--- src/rtl/lcd_pkg.sv ---
// -----------------------------------------------------------------------------
// lcd_pkg
// Shared definitions for the HD44780 2x16 text writer: panel command bytes,
// the main sequencing FSM state type and the byte-strobe phase type.
// -----------------------------------------------------------------------------
package lcd_pkg;

    localparam logic [7:0] CMD_FUNC_SET = 8'h38;  // 8-bit bus, 2 lines, 5x8 font
    localparam logic [7:0] CMD_DISP_ON  = 8'h0C;  // display on, cursor off
    localparam logic [7:0] CMD_ENTRY    = 8'h06;  // increment address, no shift
    localparam logic [7:0] CMD_CLEAR    = 8'h01;  // clear display, home cursor
    localparam logic [7:0] CMD_LINE1    = 8'h80;  // DDRAM address 0x00
    localparam logic [7:0] CMD_LINE2    = 8'hC0;  // DDRAM address 0x40
    localparam logic [7:0] CHAR_SPACE   = 8'h20;

    localparam int BUF_DEPTH = 32;

    typedef enum logic [2:0] {
        ST_POWER_WAIT,
        ST_INIT,
        ST_CLR_WAIT,
        ST_L1_ADDR,
        ST_L1_DATA,
        ST_L2_ADDR,
        ST_L2_DATA
    } main_state_e;

    typedef enum logic [1:0] {
        PH_SETUP,
        PH_PULSE,
        PH_HOLD
    } byte_phase_e;

    // Init command sequence, sent in index order 0..3.
    function automatic logic [7:0] init_cmd(input logic [1:0] idx);
        logic [7:0] cmd;
        case (idx)
            2'd0:    cmd = CMD_FUNC_SET;
            2'd1:    cmd = CMD_DISP_ON;
            2'd2:    cmd = CMD_ENTRY;
            default: cmd = CMD_CLEAR;
        endcase
        return cmd;
    endfunction

endpackage

--- src/rtl/lcd_byte_tx.sv ---
// -----------------------------------------------------------------------------
// lcd_byte_tx
// Three-phase LCD byte strobe: SETUP (e=0, rs/data loaded), PULSE (e=1),
// HOLD (e=0). rs/data are held from SETUP through HOLD and beyond, until the
// next start. A start seen during HOLD chains the next byte with no gap.
//
// Ports:
//   clk, rst        clock, asynchronous active-low reset
//   start           load rs/data on this edge and begin SETUP
//   rs, data        register select and byte for the transfer being started
//   lcd_e           enable strobe (high only in PULSE)
//   lcd_rs, lcd_data  registered bus values
//   done            high during the HOLD cycle
// -----------------------------------------------------------------------------
module lcd_byte_tx
    import lcd_pkg::*;
(
    input  logic       clk,
    input  logic       rst,
    input  logic       start,
    input  logic       rs,
    input  logic [7:0] data,
    output logic       lcd_e,
    output logic       lcd_rs,
    output logic [7:0] lcd_data,
    output logic       done
);

    logic        busy_q,  busy_d;
    byte_phase_e phase_q, phase_d;
    logic        e_q,     e_d;
    logic        rs_q,    rs_d;
    logic [7:0]  data_q,  data_d;

    always_comb begin
        busy_d  = busy_q;
        phase_d = phase_q;
        e_d     = 1'b0;
        rs_d    = rs_q;
        data_d  = data_q;
        if (start) begin
            busy_d  = 1'b1;
            phase_d = PH_SETUP;
            rs_d    = rs;
            data_d  = data;
        end else if (busy_q) begin
            case (phase_q)
                PH_SETUP: begin
                    phase_d = PH_PULSE;
                    e_d     = 1'b1;
                end
                PH_PULSE: phase_d = PH_HOLD;
                default: begin
                    busy_d  = 1'b0;
                    phase_d = PH_SETUP;
                end
            endcase
        end
    end

    always_ff @(posedge clk or negedge rst) begin
        if (!rst) begin
            busy_q  <= 1'b0;
            phase_q <= PH_SETUP;
            e_q     <= 1'b0;
            rs_q    <= 1'b0;
            data_q  <= 8'h00;
        end else begin
            busy_q  <= busy_d;
            phase_q <= phase_d;
            e_q     <= e_d;
            rs_q    <= rs_d;
            data_q  <= data_d;
        end
    end

    assign lcd_e    = e_q;
    assign lcd_rs   = rs_q;
    assign lcd_data = data_q;
    assign done     = busy_q && (phase_q == PH_HOLD);

endmodule

--- src/rtl/lcd_text_writer.sv ---
// -----------------------------------------------------------------------------
// lcd_text_writer
// HD44780 2x16 character LCD controller. Holds a 32-byte text buffer, runs
// the power-on init sequence, then refreshes both lines from the buffer
// forever with no idle gap between frames.
//
// Ports:
//   clk, rst           1 kHz clock, asynchronous active-low reset
//   wr_en/wr_addr/wr_data  buffer write port (addr 0-15 line 1, 16-31 line 2)
//   lcd_e/lcd_rs/lcd_rw/lcd_data  panel bus (rw tied low, write-only)
//   init_done          high from the first line-1 address command onward
//   frame_done         high during HOLD of the last line-2 character
// -----------------------------------------------------------------------------
module lcd_text_writer
    import lcd_pkg::*;
#(
    parameter int POWER_ON_CYCLES = 30,
    parameter int CLEAR_WAIT      = 2
) (
    input  logic       clk,
    input  logic       rst,
    input  logic       wr_en,
    input  logic [4:0] wr_addr,
    input  logic [7:0] wr_data,
    output logic       lcd_e,
    output logic       lcd_rs,
    output logic       lcd_rw,
    output logic [7:0] lcd_data,
    output logic       init_done,
    output logic       frame_done
);

    localparam int CNT_W = 16;

    logic [7:0]  char_buf_q [BUF_DEPTH];
    logic [7:0]  char_buf_d [BUF_DEPTH];

    main_state_e state_q,     state_d;
    logic [CNT_W-1:0] cnt_q,  cnt_d;
    logic        init_done_q, init_done_d;

    logic        tx_start;
    logic        tx_rs;
    logic [7:0]  tx_data;
    logic        tx_done;

    // Buffer write. Reads below use char_buf_q, so a write landing on the same
    // edge as a character's SETUP sends the old value.
    always_comb begin
        char_buf_d = char_buf_q;
        if (wr_en) begin
            char_buf_d[wr_addr] = wr_data;
        end
    end

    // Sequencer: each start issued here is registered by lcd_byte_tx on the
    // next edge, so a start raised during a HOLD cycle makes the next SETUP
    // follow immediately.
    always_comb begin
        state_d     = state_q;
        cnt_d       = cnt_q;
        init_done_d = init_done_q;
        tx_start    = 1'b0;
        tx_rs       = 1'b0;
        tx_data     = 8'h00;
        case (state_q)
            ST_POWER_WAIT: begin
                // cnt_q equals the number of edges since reset release.
                if (cnt_q >= CNT_W'(POWER_ON_CYCLES)) begin
                    tx_start = 1'b1;
                    tx_data  = init_cmd(2'd0);
                    state_d  = ST_INIT;
                    cnt_d    = '0;
                end else begin
                    cnt_d = cnt_q + 1'b1;
                end
            end
            ST_INIT: begin
                if (tx_done) begin
                    if (cnt_q < CNT_W'(3)) begin
                        tx_start = 1'b1;
                        tx_data  = init_cmd(cnt_q[1:0] + 2'd1);
                        cnt_d    = cnt_q + 1'b1;
                    end else begin
                        state_d = ST_CLR_WAIT;
                        cnt_d   = '0;
                    end
                end
            end
            ST_CLR_WAIT: begin
                // At least one idle cycle is always spent here.
                if ((cnt_q + 1'b1) >= CNT_W'(CLEAR_WAIT)) begin
                    tx_start    = 1'b1;
                    tx_data     = CMD_LINE1;
                    state_d     = ST_L1_ADDR;
                    init_done_d = 1'b1;
                    cnt_d       = '0;
                end else begin
                    cnt_d = cnt_q + 1'b1;
                end
            end
            ST_L1_ADDR: begin
                if (tx_done) begin
                    tx_start = 1'b1;
                    tx_rs    = 1'b1;
                    tx_data  = char_buf_q[0];
                    state_d  = ST_L1_DATA;
                    cnt_d    = '0;
                end
            end
            ST_L1_DATA: begin
                // cnt_q[4:0] is the buffer address currently on the bus.
                if (tx_done) begin
                    tx_start = 1'b1;
                    if (cnt_q[4:0] == 5'd15) begin
                        tx_data = CMD_LINE2;
                        state_d = ST_L2_ADDR;
                    end else begin
                        tx_rs   = 1'b1;
                        tx_data = char_buf_q[cnt_q[4:0] + 5'd1];
                        cnt_d   = cnt_q + 1'b1;
                    end
                end
            end
            ST_L2_ADDR: begin
                if (tx_done) begin
                    tx_start = 1'b1;
                    tx_rs    = 1'b1;
                    tx_data  = char_buf_q[16];
                    state_d  = ST_L2_DATA;
                    cnt_d    = CNT_W'(16);
                end
            end
            ST_L2_DATA: begin
                if (tx_done) begin
                    tx_start = 1'b1;
                    if (cnt_q[4:0] == 5'd31) begin
                        tx_data = CMD_LINE1;
                        state_d = ST_L1_ADDR;
                        cnt_d   = '0;
                    end else begin
                        tx_rs   = 1'b1;
                        tx_data = char_buf_q[cnt_q[4:0] + 5'd1];
                        cnt_d   = cnt_q + 1'b1;
                    end
                end
            end
            default: begin
                state_d = ST_POWER_WAIT;
                cnt_d   = '0;
            end
        endcase
    end

    always_ff @(posedge clk or negedge rst) begin
        if (!rst) begin
            state_q     <= ST_POWER_WAIT;
            cnt_q       <= '0;
            init_done_q <= 1'b0;
            for (int i = 0; i < BUF_DEPTH; i++) begin
                char_buf_q[i] <= CHAR_SPACE;
            end
        end else begin
            state_q     <= state_d;
            cnt_q       <= cnt_d;
            init_done_q <= init_done_d;
            char_buf_q  <= char_buf_d;
        end
    end

    lcd_byte_tx u_byte_tx (
        .clk      (clk),
        .rst      (rst),
        .start    (tx_start),
        .rs       (tx_rs),
        .data     (tx_data),
        .lcd_e    (lcd_e),
        .lcd_rs   (lcd_rs),
        .lcd_data (lcd_data),
        .done     (tx_done)
    );

    assign lcd_rw     = 1'b0;
    assign init_done  = init_done_q;
    assign frame_done = (state_q == ST_L2_DATA) && (cnt_q[4:0] == 5'd31) && tx_done;

endmodule

--- config.mk ---
export PLATFORM = sky130hd
export DESIGN_NAME = lcd_text_writer
export DESIGN_NICKNAME = d
export VERILOG_FILES = /design/src/rtl/lcd_pkg.sv /design/src/rtl/lcd_byte_tx.sv /design/src/rtl/lcd_text_writer.sv
export SDC_FILE = /design/constraint.sdc
export NUM_CORES = 1
export LEC_CHECK = 0
export CORE_ASPECT_RATIO = 0.8
export CORE_MARGIN = 2
export CORE_UTILIZATION = 47
export DETAILED_ROUTE_END_ITERATION = 8
export GPL_TIMING_DRIVEN = 0
export PLACE_DENSITY = 0.7
export REMOVE_ABC_BUFFERS = 1
export SLEW_MARGIN = 10
export SYNTH_ARGS = -nofsm -noshare
export SYNTH_HDL_FRONTEND = slang
export SYNTH_SLANG_ARGS = --single-unit
--- constraint.sdc ---
create_clock -name clk -period 3.4 [get_ports clk]
set_clock_uncertainty 0.1 [all_clocks]
set_input_delay 0.68 -clock clk [delete_from_list [all_inputs] [get_ports clk]]
set_output_delay 0.68 -clock clk [all_outputs]
set_load 0.02 [all_outputs]
==> qor.txt, run 1 <==
outcome = complete, no violations
Multi-input gate area = 6670 um^2
Avg WL per Cell = 22.8 um
Inserted Clock Buffers = 29
Hold/Removal Path Class = input port to asynchronous set/reset pin
clock latency on the worst-skew pair = 0.56 ns
crit path capture type = flop
crit path to = u_byte_tx.lcd_data[7]
GRT overflow = 0
R2R setup slack = 0.10 ns
GR Util met3 = 5.55%
Setup WS post-layout = 0.102 ns
placed cell area = 14800 um^2
Post-synth EDFFs = 0
post-route cell area = 15900 um^2
startpoint types = flop
final hold violation count = 0
fillcell total = 2432
ys flop type = dfrtp_1
clk buf depth = 3
clock tree sinks = 289
Avg Vias per Cell = 5.98
arrival time worst endpoint = 3.64 ns
DRC = 0
initial antenna violation count = 0
Tmin final = 3.30 ns
Post-Syn Area = 14200 um^2
core area = 29500 um^2
Synth top area share = 45.3%
share of layout cells above drive strength 1 = 43.4%
DRT Pass-1 Iters = 6
largest cells by area after synthesis = dfrtp_1 (45%), mux2_2 (21%), mux4_2 (12%)
Critical R2R Launch = cnt_q[0]
most frequent CP cell = ha_4
non-filler cells, final = 1460
Clock transition at path regs = 0.06 ns
via count = 8729
n_diodes = 0
GRT met1 Usage = 32.3%
FF+latch count, synth = 289
Final setup viols = 0
Mean Syn Cell Area = 13.7 um^2
Pwr Density = 553 nW/um^2
max-slew violation count = 0
Clk Tree Root Cell = clkbuf_16
Overall Global Routing Usage = 21.7%
Cell Chain, Critical Path = ha_4, and3_1, ha_4, inv_1, nor4b_2, nand4_1, a311oi_4, a31oi_4, or3_1
worst path required time = 3.74 ns
fmax = 303 MHz
first-pass GRT wire length = 53.0 mm
total wire length = 33.2 mm
FF-to-FF End = u_byte_tx.lcd_data[7]
Placer Congestion = 0.848
# hold bufs at CTS = 0
commonest non-fill, non-tap cell in the layout = mux2_2
Max VDD drop = 340 uV
crit path kind = flop to flop
Worst R2R Path Depth = 9
I/O pin count = 29
die height = 159 um
Rows = 56
Leakage = 6.68 nW
area leader, netlist = dfrtp_1
Routed Antenna Nets = 0
setup_tns = 0 ns
RSZ-0062 raised after global routing = yes
vias in the first global route = 9020
placed insts = 1395
Post-Syn Instances = 1035
Layout Nets = 1055
die extent in x = 198 um
Slowest-stage cell, CP = dfrtp_4
CTS tree = yes
final worst-path cycle share = 97.0%
pin count of the biggest net entering global routing = 107
CP Max Fanout = 14
MaxCap Viol Count = 0
ys async rst share = 100%
CP startpoint = cnt_q[0]
Setup WS pre-CTS = -1.09 ns
met2 GRT Util = 32.1%
IO buf count = 27
H-tree levels = 1
Area Growth Syn to Fin = 12.0%
1st-iter DRT viols = 645
Synth cell types = 63
warnings from Yosys = 0
hold_ws = 0.0884 ns
Reg area = 7280 um^2
Core Util, Final = 53.9%
HPWL Detailed = 21.2 mm
post-synthesis sequential area ratio = 51.2%
Crit path largest cell delay = 0.50 ns
Slew headroom = 39.2%
grt peak-use layer = met1
die area = 31600 um^2
commonest cells after routing, fill and taps aside = mux2_2 (260), dfrtp_1 (255), nand2_1 (78)
Initial Util = 48.1%
Slew @ Worst Pin = 0.909 ns
total power = 8.80 mW
-- power breakdown --
group,total [mW],switching [mW],internal (mW),leakage (nW)
Clock,3.15,1.32,1.83,0.457
Sequential,4.42,0.318,4.10,3.62
Combinational,1.22,0.490,0.735,2.61
Total,8.80,2.13,6.67,6.68
-- flip-flops by register name, summed over array words and instances (netlist names) --
signal / flops
state_q: 3
u_byte_tx.busy_q: 1
char_buf_q: 256
u_byte_tx.lcd_e: 1
init_done: 1
u_byte_tx.phase_q: 2
u_byte_tx.lcd_data: 8
u_byte_tx.lcd_rs: 1
cnt_q: 16
-- cell usage after synthesis (2+ instances only) --
cell type    n
o2111ai_1    2
ha_1         8
nand3_1     13
buf_2       13
clkbuf_2     2
nor4b_1      3
o211ai_1     5
o21ai_0      6
nand2_1     78
a31oi_1      7
nor3b_1      9
nand3b_1     6
nor2b_1      4
dfstp_2     32
mux4_2      74
nand2b_1     4
buf_1        5
a22o_1       4
a21oi_1     21
inv_1        5
dfrtp_1    257
o31ai_1      2
or2_2        3
and3_1       4
a41oi_1      3
o22ai_1      6
nor2_1      34
nand4_1      8
o2bb2ai_1    6
nor3_1      15
or3_1        6
clkbuf_1    54
xnor2_1     15
buf_4        6
buf_6        2
mux2_2     260
mux2i_1      5
and3b_1      2
xor2_1       5
nor4_1      10
a211o_1      2
a22oi_1      8
-- worst max-delay path: cells and delay by family, from the launching register on --
kind	cells	cell delay [ns]
flops	1	0.50
compound gates	2	0.58
simple gates	4	1.24
fa+ha+maj	2	0.59
buf+inv	1	0.16
-- worst min path at each step --
stage / cells after the start / startpoint / end
after detailed placement: 1 / init_done / init_done
after global placement: 1 / init_done / init_done
after CTS: 1 / rst / char_buf_q[207]
after global routing: 1 / rst / char_buf_q[199]
after floorplan: 0 / rst / char_buf_q[0]
final: 1 / rst / char_buf_q[199]
-- area by class of cell --
| type | count | share of cell area [%] |
|---|---|---|
| flip-flops and latches | 289 | 45.7 |
| multi-input cells | 659 | 41.9 |
| clock buffers | 50 | 5.56 |
| well taps | 406 | 3.19 |
| repair buffers | 47 | 3.14 |
| clock inverters | 4 | 0.307 |
| inverters | 5 | 0.118 |
-- repair_timing --
action,in CTS,in global routing
endpoints found under the setup margin,30,14
pin swaps,3,2
buffers inserted,8,3
gates resized for setup,12,1
-- logic make-up (layout without fill, tap and decap cells) --
family	count (synthesis)	count (layout)	share of synthesized area, %
AO/OA/AOI/OAI	85	85	4.19
XOR/XNOR	20	20	1.23
adder cells (fa/ha/maj)	8	8	0.705
buffers and inverters	87	106	2.70
flip-flops	289	289	51.2
multiplexers	339	339	32.7
other	1	1	0.0264
AND/OR/NAND/NOR	206	206	7.23
-- layer usage --
metal  vias to the layer above  share of wire [%]
met5                         -                  0
met4                         0                2.0
met3                        51                6.6
met2                       237                 44
met1                      4605                 47
li1                       3836                  -
(Power assumes the default switching activity.)
==> run 2: changes to the inputs <==
--- a/config.mk
+++ b/config.mk
@@ -5,9 +5,11 @@
 export SDC_FILE = /design/constraint.sdc
 export NUM_CORES = 1
 export LEC_CHECK = 0
+export CAP_MARGIN = 20
 export CORE_ASPECT_RATIO = 0.8
 export CORE_MARGIN = 2
 export CORE_UTILIZATION = 47
+export CTS_CLUSTER_SIZE = 25
 export DETAILED_ROUTE_END_ITERATION = 8
 export GPL_TIMING_DRIVEN = 0
 export PLACE_DENSITY = 0.7
==> run 2 against run 1 <==
Clock-buffer cell count decreased by 9. Critical path depth decreased by 4. Register-to-register slack improved by 0.02 ns. Non-clock buffer count increased by 5. Worst setup slack improved by 0.0086 ns. Die area unchanged. Sequential share of layout area decreased by 0.48 points. Routed wire length decreased by 0.16%. Worst hold slack improved by 0.016 ns. Combinational power about the same. Fmax increased by 0.26%. Global-route usage decreased by 0.072 points.
==> qor.txt, run 2 (synthesis gave the netlist of run 1 again) <==
Final setup viols = 0 (unchanged)
max reg flops = 256 (unchanged)
max-slew violation count = 0 (unchanged)
final worst-path cycle share = 96.8% (-0.25 points)
n_diodes = 0 (unchanged)
Slowest-stage cell, CP = dfrtp_1
IO buf count = 27 (unchanged)
final hold violation count = 0 (unchanged)
Cell Chain, Critical Path = and3_1, ha_1, nand2_1, nor3_1, dlygate4sd2_1
crit-path leading delay family = simple AND/OR/NAND/NOR gates
CP Max Fanout = 10 (-4)
total power = 8.91 mW (+1.3%)
startpoint types = flop
Multi-input gate area = 6670 um^2 (about the same)
Internal = 6.75 mW (+1.2%)
clock tree sinks = 289 (unchanged)
Critical R2R Launch = cnt_q[0]
Pwr Density = 554 nW/um^2 (+0.23%)
outcome = complete, no violations
Initial Util = 48.1% (unchanged)
initial antenna violation count = 0 (unchanged)
clk buf depth = 3 (unchanged)
Sw Ratio = 24.3% (+0.097 points)
Inserted Clock Buffers = 29 (unchanged)
fillcell total = 2400 (-1.3%)
Slew headroom = 37.7% (-1.5 points)
crit path kind = flop to output pin
die area = 31600 um^2 (unchanged)
die height = 159 um (unchanged)
Rows = 56 (unchanged)
arrival time worst endpoint = 2.51 ns (-1.13 ns)
DRT Pass-1 Iters = 5 (-1)
part of the power in registers = 49.6% (-0.7 points)
HPWL Detailed = 21.7 mm (+2.6%)
Crit path largest cell delay = 0.65 ns (+0.15 ns)
Reg area = 7280 um^2 (unchanged)
commonest cells after routing, fill and taps aside = mux2_2 (260), dfrtp_1 (255), nand2_1 (78)
fmax = 304 MHz (+0.26%)
I/O pin count = 29 (unchanged)
GRT overflow = 0 (unchanged)
Hold/Removal Path Class = input port to asynchronous set/reset pin
via count = 8699 (-0.34%)
R2R setup slack = 0.12 ns (+0.02 ns)
worst path required time = 2.62 ns (-1.12 ns)
clock latency on the worst-skew pair = 0.56 ns (about the same)
combinational power share = 13.9% (about the same)
commonest non-fill, non-tap cell in the layout = mux2_2
post-route cell area = 16100 um^2 (+1.1%)
Top reg by flops = char_buf_q
Max VDD drop = 360 uV (+5.7%)
Clk Tree Root Cell = clkbuf_16
WP buf/inv = 1 (unchanged)
pin count of the biggest net entering global routing = 107 (unchanged)
Core Util, Final = 54.5% (+0.57 points)
Leakage = 6.77 nW (+1.3%)
Psw = 2.17 mW (+1.7%)
total wire length = 33.2 mm (-0.16%)
H-tree levels = 1 (unchanged)
Overall Global Routing Usage = 21.7% (-0.072 points)
# hold bufs at CTS = 0 (unchanged)
Slew @ Worst Pin = 0.935 ns (+0.0260 ns)
non-filler cells, final = 1465 (+0.34%)
Routed Antenna Nets = 0 (unchanged)
Area Growth Syn to Fin = 13.2%
1st-iter DRT viols = 735 (+14%)
die extent in x = 198 um (unchanged)
Worst R2R Path Depth = 9 (unchanged)
FF-to-FF End = u_byte_tx.lcd_data[7]
CTS tree = yes
Clock transition at path regs = 0.07 ns (about the same)
power share of the clock group = 36.4% (+0.6 points)
vias in the first global route = 8917 (-1.1%)
placed cell area = 14900 um^2 (+0.71%)
crit path capture type = output pin
Avg Vias per Cell = 5.94 (-0.68%)
Layout Nets = 1060 (+0.47%)
first-pass GRT wire length = 53.1 mm (+0.17%)
DRC = 0 (unchanged)
RSZ-0062 raised after global routing = no
Tmin final = 3.29 ns (-0.00857 ns)
Avg WL per Cell = 22.6 um (-0.50%)
placed insts = 1400 (+0.36%)
Placer Congestion = 0.848 (unchanged)
share of layout cells above drive strength 1 = 44.3% (+0.93 points)
MaxCap Viol Count = 0 (unchanged)
core area = 29500 um^2 (unchanged)
## run 2: area by class of cell
cell class              instances  area share, %
well taps                     406           3.16
repair buffers                 52           3.88
clock buffers                  41           5.29
inverters                       5          0.140
multi-input cells             659           41.5
clock inverters                13          0.778
flip-flops and latches        289           45.3
## run 2: power by group through the flow
stage	logic, mW	registers [mW]	clock network [mW]
after floorplan	0.836	4.38	0
after global placement	1.18	4.45	0
after detailed placement	1.24	4.47	0
after CTS	1.25	4.42	3.30
after global routing	1.35	4.49	3.46
final	1.24	4.42	3.25
## run 2: worst max path at each step
stage,depth (start not counted),start,end,slack (ns)
6_report,5,cnt_q[3],frame_done,0.11
3_3_place_gp,1,rst,char_buf_q[48],-10.84
4_1_cts,10,cnt_q[1],u_byte_tx.lcd_data[7],0.04
2_1_floorplan,7,cnt_q[0],u_byte_tx.lcd_data[7],-2.78
3_5_place_dp,9,cnt_q[0],cnt_q[0],-1.05
5_1_grt,7,cnt_q[2],u_byte_tx.lcd_data[7],0.008
## run 2: per-stage QoR
stage	TNS, ns	hold WS (ns)	setup WS (ns)
after global placement	-3169.37	0.355	-10.84
after CTS	0	0.129	0.0365
after detailed placement	-18.69	0.356	-1.05
final	0	0.105	0.110
after floorplan	-80.83	0.284	-2.78
after global routing	0	0.159	0.00771
## run 2: what timing repair did
action,CTS,global route
resized for setup,10,4
setup endpoints to repair,30,5
buffers inserted,5,6
pin swaps,3,3
## run 2: layer usage
layer / vias up / track usage (%) / wire [um]
li1: 3852 / - / -
met1: 4561 / 32.9 / 15600
met2: 240 / 31.9 / 14800
met3: 46 / 4.91 / 2190
met4: 0 / 4.48 / 617
met5: - / 0 / 0
## run 2: worst reg2reg max path: cells and delay by family, from the launching register on
kind / cells / cell delay, ns
DFF: 1 / 0.43
buffers and inverters: 3 / 0.54
muxes: 3 / 1.23
and+or+nand+nor: 2 / 0.44
adders and majority gates: 1 / 0.42
==> run 3: changes to the inputs <==
--- a/config.mk
+++ b/config.mk
@@ -11,7 +11,6 @@
 export CORE_UTILIZATION = 47
 export CTS_CLUSTER_SIZE = 25
 export DETAILED_ROUTE_END_ITERATION = 8
-export GPL_TIMING_DRIVEN = 0
 export PLACE_DENSITY = 0.7
 export REMOVE_ABC_BUFFERS = 1
 export SLEW_MARGIN = 10
==> run 3 against run 2 <==
Sequential power is essentially flat. Utilization shrank 0.051 points. Flip-flop and latch count is the same. Critical path type unchanged. Critical endpoint unchanged.
==> qor.txt, run 3 (synthesis gave the netlist of run 1 again) <==
clock tree sinks = 289 (unchanged)
Placer Congestion = 0.854 (+0.70%)
final worst-path cycle share = 96.0% (-0.78 points)
commonest non-fill, non-tap cell in the layout = mux2_2
RSZ-0062 raised after global routing = no
post-route cell area = 16100 um^2 (about the same)
Hold/Removal Path Class = flop to flop
crit-path leading delay family = simple AND/OR/NAND/NOR gates
Slowest-stage cell, CP = dfrtp_1
die extent in x = 198 um (unchanged)
Clk Tree Root Cell = clkbuf_16
die height = 159 um (unchanged)
MaxCap Viol Count = 0 (unchanged)
Hold Crit Depth = 1
die area = 31600 um^2 (unchanged)
clock latency on the worst-skew pair = 0.56 ns (about the same)
Post-CTS Repair Setup Buffers = 0 (-5)
Cell Chain, Critical Path = ha_1, and3_1, ha_1, nand2_1, nor3_1, dlygate4sd2_1
WP buf/inv = 1 (unchanged)
Hold Path Sink = init_done
Crit path largest cell delay = 0.51 ns (-0.14 ns)
Avg Vias per Cell = 5.93 (about the same)
commonest cells after routing, fill and taps aside = mux2_2 (260), dfrtp_1 (256), nand2_1 (78)
n_diodes = 0 (unchanged)
fillcell total = 2431 (+1.3%)
Rows = 56 (unchanged)
initial antenna violation count = 0 (unchanged)
vias in the first global route = 9027 (+1.2%)
Core Util, Final = 54.4% (about the same)
first-pass GRT wire length = 54.1 mm (+1.9%)
DRC = 0 (unchanged)
Worst R2R Path Depth = 9 (unchanged)
Routed Antenna Nets = 0 (unchanged)
Critical R2R Launch = cnt_q[1]
H-tree levels = 1 (unchanged)
Slew @ Worst Pin = 0.714 ns (-0.221 ns)
IO buf count = 27 (unchanged)
max-slew violation count = 0 (unchanged)
GRT overflow = 0 (unchanged)
max reg flops = 256 (unchanged)
setup_tns = 0 ns (unchanged)
fmax = 306 MHz (+0.81%)
CP Max Fanout = 8 (-2)
Leakage = 6.85 nW (+1.1%)
R2R setup slack = 0.35 ns (+0.23 ns)
most frequent CP cell = ha_1
Avg WL per Cell = 22.5 um (-0.43%)
hold_ws = 0.368 ns (+0.263 ns)
Top reg by flops = char_buf_q
DRT Pass-1 Iters = 6 (+1)
crit path kind = flop to output pin
Tmin final = 3.26 ns (-0.0265 ns)
Multi-input gate area = 6570 um^2 (-1.4%)
Slew headroom = 51.8% (+14 points)
startpoint types = flop
Initial Util = 48.1% (unchanged)
clk buf depth = 3 (unchanged)
FF-to-FF End = u_byte_tx.lcd_data[7]
share of layout cells above drive strength 1 = 43.8% (-0.53 points)
Overall Global Routing Usage = 22.2% (+0.59 points)
crit path capture type = output pin
1st-iter DRT viols = 755 (+2.7%)
total wire length = 33.7 mm (+1.7%)
Max VDD drop = 467 uV (+30%)
outcome = complete, no violations
CTS tree = yes
hold path start = init_done
Reg area = 7280 um^2 (about the same)
Layout Nets = 1092 (+3.0%)
core area = 29500 um^2 (unchanged)
Area Growth Syn to Fin = 13.1% (about the same)
placed cell area = 15100 um^2 (+1.4%)
Final setup viols = 0 (unchanged)
worst path required time = 2.62 ns (about the same)
final hold violation count = 0 (unchanged)
Pwr Density = 548 nW/um^2 (-1.1%)
I/O pin count = 29 (unchanged)
total power = 8.80 mW (-1.2%)
Inserted Clock Buffers = 29 (unchanged)
via count = 8877 (+2.0%)
arrival time worst endpoint = 2.48 ns (-0.03 ns)
pin count of the biggest net entering global routing = 78 (-27%)
HPWL Detailed = 22.4 mm (+3.3%)
Clock transition at path regs = 0.06 ns (about the same)
## run 3: cell type report
cell class | count | area share [%]
multi-input cells | 659 | 40.9
repair buffers | 84 | 4.78
clock inverters | 8 | 0.584
clock buffers | 45 | 5.14
flip-flops and latches | 289 | 45.3
well taps | 406 | 3.16
inverters | 5 | 0.117
## run 3: metrics by stage
| stage | setup slack (ns) | std cells |
|---|---|---|
| 6_report | 0.137 | 1496 |
| 3_3_place_gp | 0.432 | 1442 |
| 2_1_floorplan | -2.78 | 953 |
| 5_1_grt | 0.0168 | 1496 |
| 3_5_place_dp | 0.376 | 1442 |
| 4_1_cts | 0.137 | 1496 |
## run 3: repair_timing
action	4_1_cts	5_1_grt
endpoints found under the hold margin	26	0
gates resized for setup	1	0
setup endpoints to repair	1	0
hold buffers	1	0
## run 3: worst max-delay path by stage
stage | startpoint | endpoint | slack, ns | cells past startpoint
3_3_place_gp | cnt_q[0] | u_byte_tx.lcd_data[7] | 0.43 | 9
5_1_grt | cnt_q[1] | frame_done | 0.02 | 6
2_1_floorplan | cnt_q[0] | u_byte_tx.lcd_data[7] | -2.78 | 7
6_report | cnt_q[1] | frame_done | 0.14 | 6
3_5_place_dp | cnt_q[1] | u_byte_tx.lcd_data[7] | 0.38 | 9
4_1_cts | cnt_q[1] | frame_done | 0.14 | 6
## run 3: power by group
group	internal [mW]	total (mW)	switching, mW
clock network	1.81	3.14	1.32
registers	4.10	4.43	0.326
logic	0.749	1.23	0.484
## run 3: routing by layer
| layer | global-route usage, % | share of wire (%) |
|---|---|---|
| met5 | 0 | 0 |
| met4 | 4.34 | 1.8 |
| met3 | 4.83 | 6.2 |
| met2 | 32.3 | 44 |
| met1 | 34.5 | 48 |
